### src/rtl/spi_reg_ctrl.sv
`default_nettype none
// ============================================================================
// Module : spi_reg_ctrl
// Desc   : SPI mode-0 target, oversampled on clk, writing five PWM config regs.
//          Optional register readback on cipo when SPI_READBACK_EN is defined.
// Rev    : 1.0
// ============================================================================
module spi_reg_ctrl #(
  parameter int SYNC_STAGES = 2,
  parameter int MAX_ADDR    = 4
) (
  input  logic       clk,
  input  logic       rst_n,
  input  logic       sclk,
  input  logic       copi,
  input  logic       ncs,
  output logic       cipo,
  output logic [7:0] en_reg_out_7_0,
  output logic [7:0] en_reg_out_15_8,
  output logic [7:0] en_reg_pwm_7_0,
  output logic [7:0] en_reg_pwm_15_8,
  output logic [7:0] pwm_duty_cycle,
  output logic       txn_done
);

  localparam logic [6:0] MAX_ADDR_7 = 7'(MAX_ADDR);
  localparam logic [4:0] CNT_FULL   = 5'd16;
  localparam logic [4:0] CNT_OVRN   = 5'd17;

  typedef enum logic [1:0] {
    IDLE   = 2'd0,
    SHIFT  = 2'd1,
    COMMIT = 2'd2
  } state_t;

  logic [SYNC_STAGES-1:0] sclk_sync;
  logic [SYNC_STAGES-1:0] copi_sync;
  logic [SYNC_STAGES-1:0] ncs_sync;
  logic                   sclk_hist;
  logic                   ncs_hist;

  // ncs idles high, so its synchroniser resets high to avoid a false select.
  always_ff @(posedge clk or negedge rst_n) begin
    if (!rst_n) begin
      sclk_sync <= '0;
      copi_sync <= '0;
      ncs_sync  <= '1;
      sclk_hist <= 1'b0;
      ncs_hist  <= 1'b1;
    end else begin
      sclk_sync <= {sclk_sync[SYNC_STAGES-2:0], sclk};
      copi_sync <= {copi_sync[SYNC_STAGES-2:0], copi};
      ncs_sync  <= {ncs_sync[SYNC_STAGES-2:0], ncs};
      sclk_hist <= sclk_sync[SYNC_STAGES-1];
      ncs_hist  <= ncs_sync[SYNC_STAGES-1];
    end
  end

  logic sclk_s, copi_s, ncs_s;
  logic sclk_rise, ncs_fall, ncs_rise;

  assign sclk_s    = sclk_sync[SYNC_STAGES-1];
  assign copi_s    = copi_sync[SYNC_STAGES-1];
  assign ncs_s     = ncs_sync[SYNC_STAGES-1];
  assign sclk_rise = sclk_s & ~sclk_hist;
  assign ncs_fall  = ~ncs_s & ncs_hist;
  assign ncs_rise  = ncs_s & ~ncs_hist;

  state_t state, state_next;

  always_ff @(posedge clk or negedge rst_n) begin
    if (!rst_n) state <= IDLE;
    else        state <= state_next;
  end

  always_comb begin
    state_next = state;
    case (state)
      IDLE:    if (ncs_fall) state_next = SHIFT;
      SHIFT:   if (ncs_rise) state_next = COMMIT;
      COMMIT:  state_next = IDLE;
      default: state_next = IDLE;
    endcase
  end

  logic [15:0] shift_reg;
  logic [4:0]  bit_cnt;
  logic [6:0]  frame_addr;
  logic        write_ok;

  // A bit arriving together with ncs_rise is still shifted before COMMIT.
  always_ff @(posedge clk or negedge rst_n) begin
    if (!rst_n) begin
      shift_reg <= '0;
      bit_cnt   <= '0;
    end else if (state == IDLE && ncs_fall) begin
      bit_cnt <= '0;
    end else if (state == SHIFT && sclk_rise) begin
      shift_reg <= {shift_reg[14:0], copi_s};
      if (bit_cnt != CNT_OVRN) bit_cnt <= bit_cnt + 5'd1;
    end
  end

  assign frame_addr = shift_reg[14:8];
  assign write_ok   = (state == COMMIT) && (bit_cnt == CNT_FULL) &&
                      shift_reg[15] && (frame_addr <= MAX_ADDR_7);

  always_ff @(posedge clk or negedge rst_n) begin
    if (!rst_n) begin
      en_reg_out_7_0  <= 8'h00;
      en_reg_out_15_8 <= 8'h00;
      en_reg_pwm_7_0  <= 8'h00;
      en_reg_pwm_15_8 <= 8'h00;
      pwm_duty_cycle  <= 8'h00;
      txn_done        <= 1'b0;
    end else begin
      txn_done <= write_ok;
      if (write_ok) begin
        case (frame_addr)
          7'd0:    en_reg_out_7_0  <= shift_reg[7:0];
          7'd1:    en_reg_out_15_8 <= shift_reg[7:0];
          7'd2:    en_reg_pwm_7_0  <= shift_reg[7:0];
          7'd3:    en_reg_pwm_15_8 <= shift_reg[7:0];
          7'd4:    pwm_duty_cycle  <= shift_reg[7:0];
          default: ;
        endcase
      end
    end
  end

`ifdef SPI_READBACK_EN
  logic       sclk_fall;
  logic [6:0] rd_addr;
  logic [7:0] rd_data;
  logic [7:0] tx_shift;
  logic       cipo_q;

  assign sclk_fall = ~sclk_s & sclk_hist;
  // Address is complete on the 8th rise: six stored addr bits plus the incoming one.
  assign rd_addr   = {shift_reg[5:0], copi_s};

  always_comb begin
    rd_data = 8'h00;
    if (rd_addr <= MAX_ADDR_7) begin
      case (rd_addr)
        7'd0:    rd_data = en_reg_out_7_0;
        7'd1:    rd_data = en_reg_out_15_8;
        7'd2:    rd_data = en_reg_pwm_7_0;
        7'd3:    rd_data = en_reg_pwm_15_8;
        7'd4:    rd_data = pwm_duty_cycle;
        default: rd_data = 8'h00;
      endcase
    end
  end

  always_ff @(posedge clk or negedge rst_n) begin
    if (!rst_n) begin
      tx_shift <= 8'h00;
      cipo_q   <= 1'b0;
    end else begin
      if (state == IDLE && ncs_fall)
        tx_shift <= 8'h00;
      else if (state == SHIFT && sclk_rise && bit_cnt == 5'd7)
        tx_shift <= rd_data;
      else if (state == SHIFT && sclk_fall)
        tx_shift <= {tx_shift[6:0], 1'b0};

      if (state_next != SHIFT)
        cipo_q <= 1'b0;
      else if (state == SHIFT && sclk_fall)
        cipo_q <= tx_shift[7];
    end
  end

  assign cipo = cipo_q;
`else
  assign cipo = 1'b0;
`endif

endmodule
`default_nettype wire

### config.mk
export PLATFORM = sky130hd
export DESIGN_NAME = spi_reg_ctrl
export DESIGN_NICKNAME = d
export VERILOG_FILES = /design/src/rtl/spi_reg_ctrl.sv
export SDC_FILE = /design/constraint.sdc
export NUM_CORES = 1
export LEC_CHECK = 0
export BUFFER_PORTS_ARGS = -buffer_cell sky130_fd_sc_hd__buf_4
export CELL_PAD_IN_SITES_DETAIL_PLACEMENT = 0
export CELL_PAD_IN_SITES_GLOBAL_PLACEMENT = 2
export CORE_AREA = 2 2 86 88
export CTS_BUF_LIST = sky130_fd_sc_hd__clkbuf_8
export CTS_CLUSTER_DIAMETER = 120
export DETAILED_ROUTE_END_ITERATION = 6
export DIE_AREA = 0 0 88 90
export HOLD_SLACK_MARGIN = 0.02
export PLACE_DENSITY = 0.84
export SLEW_MARGIN = 20
export SYNTH_ARGS = -nofsm -noshare
export SYNTH_HDL_FRONTEND = slang
export SYNTH_SLANG_ARGS = --single-unit
export TNS_END_PERCENT = 1
### constraint.sdc
create_clock -name clk -period 4.1 [get_ports clk]
set_input_delay 0.205 -clock clk [delete_from_list [all_inputs] [get_ports clk]]
set_output_delay 0.205 -clock clk [all_outputs]
set_load 0.01 [all_outputs]
==> summary.md, run 1 <==
| Metric | Value |
|---|---|
| Share of layout cells above drive strength 1 | 0.4154 |
| WL/cell | about 15 µm |
| Final slew viol count | 0 |
| Commonest non-fill, non-tap cell in the layout | dfrtp_1 |
| Clk_lat worst skew | about 0.35 ns |
| GRT Util Overall | 0.1594 |
| # port buffers | 45 |
| PD cells | approximately 400 nW/µm² |
| ANT cells | 0 |
| FFs w/ async S/R, synth | 1.000 |
| Seq cells post-synth | 72 |
| Max-Cap Viols | 0 |
| Standard-cell row count | 31 |
| Post-DP Area | ~3300 µm² |
| Slowest Stage Delay on Critical Path | around 0.90 ns |
| Final Hold Vio Count | 0 |
| Via density | 4.957 |
| Seq/Total Area, Yosys | 0.6340 |
| ANT nets after route | 0 |
| Root buf cell | clkbuf_8 |
| Initial antenna violation count | 0 |
| RSZ-0062 raised after global routing | no |
| Max reg flops | 16 |
| CP arrival | 2.50 ns |
| Critical Path Slowest Stage Cell | nand4bb_1 |
| Most frequent cells in the layout | 69 x dfrtp_1, 51 x nand2_1, 46 x buf_4 |
| Clk slew on worst S/H paths | approximately 0.070 ns |
| Vias in the first global route | approximately 1800 |
| Core Area | 7020 µm² |
| FMAX | 447.9 MHz |
| Die area | 7920 µm² |
| Primary FF master, synth | dfrtp_1 |
| Grt ovf | 0 |
| Top-Level Pins | 47 |
| Crit path kind | reg2reg |
| Status | finished, final reports clean |
| Global-route wire length before repair | about 9500 µm |
| Slew HR | 0.3186 |
| CTS tree | built |
| Req. time, crit path | between 4 and 5 ns |
| Syn nets | 221 |
| Post-DP HPWL | 3524 µm |
| Inserted Clock Buffers | 9 |
| Fillers | 646 |
| Final WL | 5724 µm |
| Placed cell count | 351 |
| Crit-path max FO | 22 |
| Die W | between 80 and 90 µm |
| Multi-input gate area | 1006 µm² |
| Mapped cell area | roughly 2800 µm² |
| Period utilisation layout | 0.5445 |
| Worst hold path type | reg2reg |
| Leakage | roughly 0.0019 µW |
| Final core occ | 0.4985 |
| Largest net degree at the start of global routing | 73 |
| Peak supply drop | 0.2286 mV |
| Slew @ Worst Pin | just over 1 ns |
| Final instance area | between 3000 and 4000 µm² |
| Post-synth EDFFs | 0 |
| DRT Pass-1 Iters | 4 |
| H-tree levels | 3 |
| Yosys cell types | 31 |
| Vias | about 1800 |
| Largest delay share family, worst path | simple AND/OR/NAND/NOR gates |
| Starting Density | 0.4056 |
| Buf/Inv on CP | 0 |
| Area delta synth->final | 22.89% |
| Final TNS setup | 0 ns |
| Crit path cell chain | nand4bb_1 > or3_1 > a21oi_1 |
| CP Launch Type | flop |
| Clock skew | roughly 0.0087 ns |
| Synth Instances | around 210 |
| Avg Inst Size Synth | approximately 13 µm² |
| Nets | ~280 |
| Initial DRC Count | just under 80 |
| Min Tclk post-route | 2.232 ns |
| YS warnings | 0 |
| CP Capture Type | flop |
| Storage cell area | around 1800 µm² |
| Final setup vio count | 0 |
| Die Ht | about 90 µm |
| DRC viols | 0 |
| GP Congestion | a little over 0.7 |
| CTS sink count | between 70 and 80 |
| Clk buf depth | 2 |
| Non-Filler Instances | roughly 370 |
| Number of buffers added for setup after CTS | 0 |
-- per-stage QoR --
step	hold slack [ns]	power, µW	setup slack, ns
after floorplan	-0.09059	883.9	2.404
after global placement	0.3133	934.5	1.933
after detailed placement	0.3156	937.7	1.909
after CTS	0.3538	1424	1.884
after global routing	0.3578	1476	1.714
final	0.3501	1405	1.868
-- metal layers --
| layer | part of all wire | wire length, µm | global-route usage |
|---|---|---|---|
| met1 | 0.47 | 2662 | 0.2205 |
| met2 | 0.48 | 2737 | 0.2317 |
| met3 | 0.033 | 188 | 0.03398 |
| met4 | 0.023 | 134 | 0.08846 |
| met5 | 0 | 0 | 0 |
-- cells by family (layout without fill, tap and decap cells) --
kind of cell	after synthesis	in the layout	synth area share
other cells	1	1	0.001317
mux	41	41	0.1617
simple gates	76	76	0.1533
fa+ha+maj	3	3	0.01318
buf+inv	10	69	0.01494
flops	72	72	0.6340
compound gates	10	10	0.02153
-- report_power, final --
group	leakage, µW	switching [µW]	internal, µW	total (µW)
registers	0.000975	65.9	751	817
logic	0.000829	61.5	47.3	109
clock network	0.0000944	250	228	479
total	0.00190	378	1030	1400
-- cell type report --
| class | instances | share of cell area |
|---|---|---|
| Sequential cell | 72 | 0.5159 |
| Multi-Input combinational cell | 131 | 0.2874 |
| Timing Repair Buffer | 50 | 0.1101 |
| Clock buffer | 10 | 0.03933 |
| Tap cell | 99 | 0.03540 |
| Clock inverter | 6 | 0.008581 |
| Inverter | 3 | 0.003218 |
-- final timing paths --
check | startpoint | to | slack [ns] | cells past startpoint
max in group asynchronous | rst_n | en_reg_out_7_0[2] | 3.00 | 2
max | state[1] | bit_cnt[3] | 1.87 | 3
max reg2reg | state[1] | bit_cnt[3] | 1.87 | 3
min in group asynchronous | rst_n | sclk_sync[0] | 0.52 | 2
min | copi_sync[0] | copi_sync[1] | 0.35 | 0
min reg2reg | copi_sync[0] | copi_sync[1] | 0.35 | 0
-- cell usage after synthesis, types with 2 or more instances --
| library cell | instances | share of area |
|---|---|---|
| nor4b_1 | 4 | 0.012 |
| dfstp_2 | 3 | 0.028 |
| nand2_1 | 51 | 0.067 |
| ha_1 | 3 | 0.013 |
| nand4_1 | 2 | 0.0044 |
| nor4bb_1 | 4 | 0.014 |
| nand4_2 | 5 | 0.022 |
| mux2_2 | 40 | 0.16 |
| dfrtp_1 | 69 | 0.61 |
| a21oi_1 | 3 | 0.0053 |
| inv_1 | 3 | 0.0040 |
| clkbuf_1 | 5 | 0.0066 |
| o21ai_0 | 3 | 0.0053 |
-- repair_timing --
item                                   CTS  global route
gates resized for setup                  0             0
endpoints found under the hold margin   27             0
hold buffers                             4             0
(Power assumes the default switching activity.)
==> run 2: changes to the inputs <==
--- a/config.mk
+++ b/config.mk
@@ -8,13 +8,13 @@
 export BUFFER_PORTS_ARGS = -buffer_cell sky130_fd_sc_hd__buf_4
 export CELL_PAD_IN_SITES_DETAIL_PLACEMENT = 0
 export CELL_PAD_IN_SITES_GLOBAL_PLACEMENT = 2
-export CORE_AREA = 2 2 86 88
+export CORE_AREA = 2 2 89 91
 export CTS_BUF_LIST = sky130_fd_sc_hd__clkbuf_8
 export CTS_CLUSTER_DIAMETER = 120
 export DETAILED_ROUTE_END_ITERATION = 6
-export DIE_AREA = 0 0 88 90
+export DIE_AREA = 0 0 91 93
 export HOLD_SLACK_MARGIN = 0.02
-export PLACE_DENSITY = 0.84
+export PLACE_DENSITY = 0.79
 export SLEW_MARGIN = 20
 export SYNTH_ARGS = -nofsm -noshare
 export SYNTH_HDL_FRONTEND = slang
==> constraint.sdc (replaced) <==
create_clock -name clk -period 2.1 [get_ports clk]
set_input_delay 0.105 -clock clk [delete_from_list [all_inputs] [get_ports clk]]
set_output_delay 0.105 -clock clk [all_outputs]
set_load 0.01 [all_outputs]
==> run 2 against run 1 <==
Flip-flop and latch count did not move. Clock skew increased by 0.00085 ns. Maximum frequency up 16%. Global-route usage is 1.2 points lower. Cell area up 3.3%. Register-to-register slack lost 1.7 ns. Sequential power is 96% higher. Wire length increased by 1.7%. Count of clock-buffer cells in the layout fell by 1. Sequential share of layout area decreased by 1.7 points. Core utilization shrank 1.8 points. Critical path type unchanged. Clock power grew 140%.
==> summary.md, run 2 (synthesis results as in run 1) <==
| Metric | Value |
|---|---|
| Final Hold Vio Count | 0 (unchanged) |
| Crit path cell chain | inv_1 > ha_1 > nor4b_4 > nand4_2 > mux2_2 (was nand4bb_1 > or3_1 > a21oi_1) |
| CP Capture Type | flop (unchanged) |
| Hold Crit Depth | 0 (unchanged) |
| Slew HR | 0.4054 (was 0.3186) |
| Period utilisation layout | 0.9180 (was 0.5445) |
| FMAX | 518.7 MHz (was 447.9 MHz) |
| Req. time, crit path | 2.33 ns (was 4.37 ns) |
| Initial DRC Count | 91 (was 78) |
| Vias | 1858 (was 1839) |
| Largest net degree at the start of global routing | 73 (unchanged) |
| # resized after CTS | 0 (unchanged) |
| Largest delay share family, worst path | simple AND/OR/NAND/NOR gates (unchanged) |
| Max reg flops | 16 (unchanged) |
| Vias in the first global route | 1869 (was 1818) |
| Die Ht | 93 µm (was 90 µm) |
| Crit-path max FO | 8 (was 22) |
| Share of layout cells above drive strength 1 | 0.4342 (was 0.4154) |
| Inserted Clock Buffers | 9 (unchanged) |
| Worst R2R Start | bit_cnt[0] (was state[1]) |
| Most frequent cells in the layout | 69 x dfrtp_1, 55 x buf_4, 51 x nand2_1 (was 69 x dfrtp_1, 51 x nand2_1, 46 x buf_4) |
| Die area | 8463 µm² (was 7920 µm²) |
| CTS sink count | 72 (unchanged) |
| WL/cell | 15.20 µm (was 15.43 µm) |
| Top-Level Pins | 47 (unchanged) |
| Clk_lat worst skew | 0.34 ns (was 0.35 ns) |
| H-tree levels | 3 (unchanged) |
| Pwr Total | 2995 µW (was 1405 µW) |
| Post-DP HPWL | 3850 µm (was 3524 µm) |
| Standard-cell row count | 32 (was 31) |
| Buf/Inv on CP | 1 (was 0) |
| RSZ-0062 raised after global routing | yes (was no) |
| Number of buffers added for setup after CTS | 0 (unchanged) |
| Final WL | 5821 µm (was 5724 µm) |
| Initial antenna violation count | 0 (unchanged) |
| CTS tree | built (unchanged) |
| DRC viols | 0 (unchanged) |
| Core Area | 7527 µm² (was 7020 µm²) |
| Starting Density | 0.3783 (was 0.4056) |
| Leakage | 0.001955 µW (was 0.001898 µW) |
| DRT Pass-1 Iters | 4 (unchanged) |
| Status | finished, final reports clean (unchanged) |
| Non-Filler Instances | 383 (was 371) |
| Global-route wire length before repair | 9625 µm (was 9459 µm) |
| Nets | 284 (was 275) |
| Crit path kind | reg2reg (unchanged) |
| Clk slew on worst S/H paths | 0.07 ns (about the same) |
| Area delta synth->final | 26.98% (was 22.89%) |
| Commonest non-fill, non-tap cell in the layout | dfrtp_1 (unchanged) |
| CP arrival | 2.15 ns (was 2.50 ns) |
| Peak supply drop | 0.3952 mV (was 0.2286 mV) |
| GRT Util Overall | 0.1472 (was 0.1594) |
| Worst R2R Path Depth | 5 (was 3) |
| Hold Path Sink | sclk_sync[1] (was copi_sync[1]) |
| PD cells | 828.1 nW/µm² (was 401.4 nW/µm²) |
| Clk buf depth | 2 (unchanged) |
| Grt ovf | 0 (unchanged) |
| CP Launch Type | flop (unchanged) |
| Final setup vio count | 0 (unchanged) |
| Hold Path Origin | sclk_sync[0] (was copi_sync[0]) |
| Slowest Stage Delay on Critical Path | 0.44 ns (was 0.90 ns) |
| Via density | 4.851 (was 4.957) |
| ANT nets after route | 0 (unchanged) |
| ANT cells | 0 (unchanged) |
| Final hold slack | 0.3512 ns (was 0.3501 ns) |
| R2R setup slack | 0.17 ns (was 1.87 ns) |
| Placed cell count | 363 (was 351) |
| Die W | 91 µm (was 88 µm) |
| Root buf cell | clkbuf_8 (unchanged) |
| Critical Path Slowest Stage Cell | dfrtp_1 (was nand4bb_1) |
| R2R Path End | pwm_duty_cycle[0] (was bit_cnt[3]) |
| Min Tclk post-route | 1.928 ns (was 2.232 ns) |
| Final slew viol count | 0 (unchanged) |
| CP Launch Point | bit_cnt[0] (was state[1]) |
| Slew @ Worst Pin | 0.8918 ns (was 1.016 ns) |
| Worst hold path type | reg2reg (unchanged) |
| # port buffers | 45 (unchanged) |
| GP Congestion | 0.7640 (was 0.7276) |
| Clock skew | 0.009525 ns (was 0.008678 ns) |
| Max-Cap Viols | 0 (unchanged) |
run 2: cell count changes in the layout (fill, tap and decap cells not counted), sizes merged:
cell    previous run  this run
clkbuf            10         9
clkinv             3         2
bufinv             0         2
buf               46        55
run 2: layout make-up:
class                      count  area, µm²
sequential                    72       1805
multi-input combinational    131       1006
inverter                       3      11.26
timing repair buffer          59      452.9
fill                         714       3911
clock buffer                   9      123.9
clock inverter                 7      88.84
tap                          102      127.6
run 2: what timing repair did:
item	CTS	global route
hold buffers	4	0
endpoints found under the setup margin	0	16
hold endpoints to repair	72	0
run 2: per-layer routing:
metal / track usage / up-vias / part of all wire
met5: 0 / - / 0
met4: 0.07576 / 0 / 0.020
met3: 0.02579 / 10 / 0.036
met2: 0.2142 / 35 / 0.46
met1: 0.2117 / 940 / 0.49
li1: - / 873 / -
run 2: how the worst max path moves through the flow:
| stage | slack, ns | cells after the start | end |
|---|---|---|---|
| after global placement | 0.22 | 5 | pwm_duty_cycle[6] |
| after floorplan | 0.40 | 5 | en_reg_out_15_8[0] |
| final | 0.17 | 5 | pwm_duty_cycle[0] |
| after CTS | 0.12 | 5 | pwm_duty_cycle[0] |
| after global routing | -0.04 | 5 | pwm_duty_cycle[0] |
| after detailed placement | 0.13 | 5 | pwm_duty_cycle[6] |
run 2: metrics by stage:
step / TNS [ns] / utilization / worst slack (ns) / cell area [µm²]
final: 0 / 0.4804 / 0.1722 / 3616
after global routing: -0.3150 / 0.4804 / -0.03734 / 3616
after CTS: 0 / 0.4804 / 0.1220 / 3616
after detailed placement: 0 / 0.4468 / 0.1314 / 3363
after global placement: 0 / 0.4468 / 0.2173 / 3363
after floorplan: 0 / - / 0.4042 / 2848
run 2: power by group:
part | total [µW] | switching (µW) | internal, µW
Clock | 1170 | 513 | 660
Combinational | 218 | 121 | 97.0
Sequential | 1600 | 137 | 1470
Total | 2990 | 771 | 2220
